`config.mk`:
```
export PLATFORM = sky130hd
export DESIGN_NAME = moore_machine
export DESIGN_NICKNAME = d
export VERILOG_FILES = /design/src/rtl/moore_machine_pkg.sv /design/src/rtl/moore_machine_next_state.sv /design/src/rtl/moore_machine.sv
export SDC_FILE = /design/constraint.sdc
export NUM_CORES = 1
export LEC_CHECK = 0
export CAP_MARGIN = 25
export CORE_AREA = 2 2 39 41
export CTS_BUF_LIST = sky130_fd_sc_hd__clkbuf_8 sky130_fd_sc_hd__clkbuf_16
export CTS_CLUSTER_SIZE = 30
export DETAILED_ROUTE_END_ITERATION = 7
export DIE_AREA = 0 0 41 43
export PLACE_DENSITY = 0.33
export REMOVE_ABC_BUFFERS = 1
export SLEW_MARGIN = 5
export SYNTH_ARGS = -nofsm -noshare
export SYNTH_HDL_FRONTEND = slang
export SYNTH_SLANG_ARGS = --single-unit
```
`constraint.sdc`:
```
create_clock -name clk -period 1 [get_ports clk]
set_clock_uncertainty 0.05 [all_clocks]
set_input_delay 0.2 -clock clk [delete_from_list [all_inputs] [get_ports clk]]
set_output_delay 0.2 -clock clk [all_outputs]
set_load 0.005 [all_outputs]
```
`src/rtl/moore_machine_pkg.sv`:
```
// Shared types and constants for the 1010 serial pattern detector.
package moore_machine_pkg;

    // Serial pattern detected by the FSM, first bit earliest in bit 3.
    localparam logic [3:0] PATTERN = 4'b1010;

    // Each state names the longest useful prefix of PATTERN seen so far.
    typedef enum logic [2:0] {
        S_IDLE = 3'd0,
        S_1    = 3'd1,
        S_10   = 3'd2,
        S_101  = 3'd3,
        S_1010 = 3'd4
    } state_t;

endpackage

```
`src/rtl/moore_machine_next_state.sv`:
```
// Pure combinational next-state function of the 1010 detector.
module moore_machine_next_state
    import moore_machine_pkg::*;
(
    input  state_t state_i,
    input  logic   j_i,
    output state_t state_o
);

    // Overlapping detection: after a full match the trailing "10" is kept, so
    // a following 1 lands in S_101. Illegal encodings fall back to S_IDLE.
    always_comb begin
        state_o = S_IDLE;
        case (state_i)
            S_IDLE:  state_o = j_i ? S_1   : S_IDLE;
            S_1:     state_o = j_i ? S_1   : S_10;
            S_10:    state_o = j_i ? S_101 : S_IDLE;
            S_101:   state_o = j_i ? S_1   : S_1010;
            S_1010:  state_o = j_i ? S_101 : S_IDLE;
            default: state_o = S_IDLE;
        endcase
    end

endmodule

```
`src/rtl/moore_machine.sv`:
```
// Moore FSM detecting the serial pattern 1,0,1,0 on j with overlap.
// w is a registered flag that is high exactly while the FSM sits in S_1010.
module moore_machine
    import moore_machine_pkg::*;
(
    input  logic clk,
    input  logic rst_n,
    input  logic j,
    output logic w
);

    state_t state_q;
    state_t state_d;
    logic   w_q;

    moore_machine_next_state u_next_state (
        .state_i (state_q),
        .j_i     (j),
        .state_o (state_d)
    );

    // State register and registered detect flag; w_q always mirrors
    // (state_q == S_1010), so there is no combinational path from j to w.
    always_ff @(posedge clk) begin
        if (!rst_n) begin
            state_q <= S_IDLE;
            w_q     <= 1'b0;
        end else begin
            state_q <= state_d;
            w_q     <= (state_d == S_1010);
        end
    end

    assign w = w_q;

endmodule

```
==> flow_summary.rst <==
.. list-table::
   :header-rows: 1

   * - Metric
     - Value
   * - TritonCTS clock tree
     - built
   * - Timing-limited maximum frequency
     - 1.04 GHz
   * - Number of vias per cell after detailed routing
     - 3.66
   * - Power per standard cell area
     - 1860 nW/um2
   * - Total congestion overflow
     - 0
   * - Global-route wire length before repair
     - 469 um
   * - Final estimated routing congestion in global placement
     - 0.632
   * - CP peak stage delay
     - 0.36 ns
   * - Crit. path cell count
     - 2
   * - Number of antenna-violating nets in the routed design
     - 0
   * - Cell count after synthesis
     - 13
   * - Clock transition at the register clock pins on the worst setup and hold paths after CTS
     - 0.03 ns
   * - Worst IR drop on VDD
     - 0.000821 V
   * - Endpoint type of the worst setup path
     - flip-flop
   * - Height of the chip
     - 43 um
   * - Final wirelength
     - 359 um
   * - Final Cycle Share
     - 96.1%
   * - DIE AREA
     - 1760 um2
   * - Number of filler cells placed in the layout
     - 153
   * - Leakage power figure
     - 0.0974 nW
   * - Initial Util
     - 10.5%
   * - Initial antenna violation count
     - 0
   * - Source of the worst hold timing path
     - state_q[2]
   * - WHS Endpoint
     - state_q[2]
   * - Setup slack, reg-to-reg
     - 0.04 ns
   * - Share of cells above drive strength 1
     - 47.4%
   * - Placed inst area
     - 195 um2
   * - Critical register-to-register path startpoint
     - state_q[2]
   * - CORE AREA
     - 1380 um2
   * - Post-Layout Cell Count
     - 35
   * - Min Tclk post-route
     - 0.961 ns
   * - Number of top-level design ports
     - 4
   * - Result of the run
     - completed
   * - Type of element launching the critical path
     - flip-flop
   * - Cell breakdown of the critical path
     - nor4bb_4 > o31a_1
   * - Capture instance of the worst register-to-register path
     - state_q[1]
   * - Sequential-to-total area share from yosys stat
     - 55.2%
   * - Crit path buf inv count
     - 0
   * - Global-route total usage across every layer
     - 4.42%
   * - Class of the worst hold path
     - flip-flop to flip-flop
   * - Total Nets Final
     - 24
   * - Critical Path RT
     - 1.04 ns
   * - Total setup violations reported at the end of the flow
     - 0
   * - Hold-critical path depth
     - 1
   * - Setup Slack @ Placement
     - -0.272 ns
   * - Clk root buf
     - clkbuf_8
   * - Post-CTS Hold Buffers
     - 0
   * - Transition time of the tightest slew-check pin
     - 0.197 ns
   * - CTS Sinks
     - 4
   * - Syn Std Cell Area
     - 145 um2
   * - Crit-path max FO
     - 6
   * - Area added between synthesis and finish
     - 93.1%
   * - Average cell area after synthesis
     - 11.2 um2
   * - Worst slew margin
     - 86.8%
   * - Placed cell count
     - 32
   * - Final-layout worst hold slack
     - 0.422 ns
   * - Average wire per cell in the routed design
     - 10.3 um
   * - DRT iter0 DRCs
     - 2
   * - Number of warning messages in the yosys log
     - 0
   * - Unique cell type count in the Yosys netlist
     - 8
   * - DRC
     - 0
   * - Latest clock arrival within the worst-skew pair
     - 0.21 ns
   * - Port bufs
     - 3
   * - Pre-Repair DR Iteration Count
     - 3
   * - Flip-flop and latch count after synthesis
     - 4
   * - Final Slew Violations
     - 0
   * - Number of failing hold endpoints at the final stage
     - 0
   * - Critical Path AT
     - 1.01 ns
   * - Vias in the first global route
     - 107
   * - R2R depth
     - 2
   * - Horizontal extent of the die
     - 41 um
   * - Final setup margin
     - 0.0391 ns
   * - Pin count of the biggest net entering global routing
     - 7
   * - Longest Clk Path Bufs
     - 2
   * - Start-to-end type of the worst setup path
     - flip-flop to flip-flop
   * - Slowest-stage cell, CP
     - dfxtp_4
   * - Finished Cell Area
     - 280 um2
   * - DR vias
     - 128
   * - Diode count
     - 0
   * - Buffers inserted during post-CTS setup optimization
     - 0
   * - Number of buffers added by the clock tree synthesis step
     - 3
   * - # Max-Cap Violations
     - 0
   * - Post-route setup TNS
     - 0 ns
   * - Max H-tree Level
     - 1
   * - Worst path top cell family by delay
     - flip-flops
   * - Standard-cell row count
     - 14
   * - Util after Layout
     - 20.3%
   * - Post-layout total power
     - 0.521 mW
[cell usage in the layout (no fill, tap or decap), drive strengths merged]
cell type      instances
nor4b                  1
dlygate4sd2            1
dfxtp                  4
clkdlybuf4s50          1
o31a                   1
clkdlybuf4s15          1
nor2                   2
and3                   1
o21ai                  1
clkbuf                 3
nor4bb                 2
nand4b                 1
[where the power goes]
group | total, mW | switching (mW) | internal (mW) | leakage [nW]
sequential | 0.170 | 0.00830 | 0.162 | 0.0344
combinational | 0.0224 | 0.00616 | 0.0163 | 0.0414
clock | 0.329 | 0.0731 | 0.256 | 0.0216
total | 0.521 | 0.0876 | 0.434 | 0.0974
[worst max path at each step]
stage	startpoint	slack (ns)	to
2_1_floorplan	state_q[0]	0.11	state_q[1]
3_3_place_gp	j	-0.25	state_q[1]
3_5_place_dp	j	-0.27	state_q[1]
4_1_cts	state_q[1]	0.03	state_q[1]
5_1_grt	state_q[1]	-0.02	state_q[1]
6_report	state_q[2]	0.04	state_q[1]
[state kept, by name, indices dropped and copies added, names as in the netlist]
register,cells
state_q,3
w,1
[worst register-to-register path, cell delays in order (launching register included)]
cell      delay [ns]
dfxtp_4         0.36
nor4bb_4        0.15
o31a_1          0.28
[synthesized netlist by cell type (all sizes together)]
master | instances | share of area [%]
nor4bb | 2 | 14
nand4b | 1 | 6.0
nor2 | 2 | 5.2
and3 | 1 | 4.3
o21ai | 1 | 3.4
nor4b | 1 | 6.0
o31a | 1 | 6.0
dfxtp | 4 | 55
[timing repair]
| item | in CTS | in global routing |
|---|---|---|
| resized for setup | 4 | 9 |
| endpoints found under the setup margin | 2 | 1 |
| pin swaps | 1 | 2 |
[metal layers]
metal  track usage [%]  vias up  share of wire (%)
met5                 0        -                  0
met4                 0        0                  0
met3              6.28        0                5.0
met2              5.00        2                 51
met1              5.14       62                 43
li1                  -       64                  -
[logic make-up after synthesis]
group	synth area share (%)
flip-flops	55.2
AO/OA/AOI/OAI	9.48
AND/OR/NAND/NOR	35.4
[layout make-up]
class	count	area [um2]	area share [%]
timing repair buffer	3	28.8	10.3
tap	16	20.0	7.14
clock buffer	3	41.3	14.7
multi-input combinational	9	101	36.2
sequential	4	88.8	31.7
(Power assumes the default switching activity.)
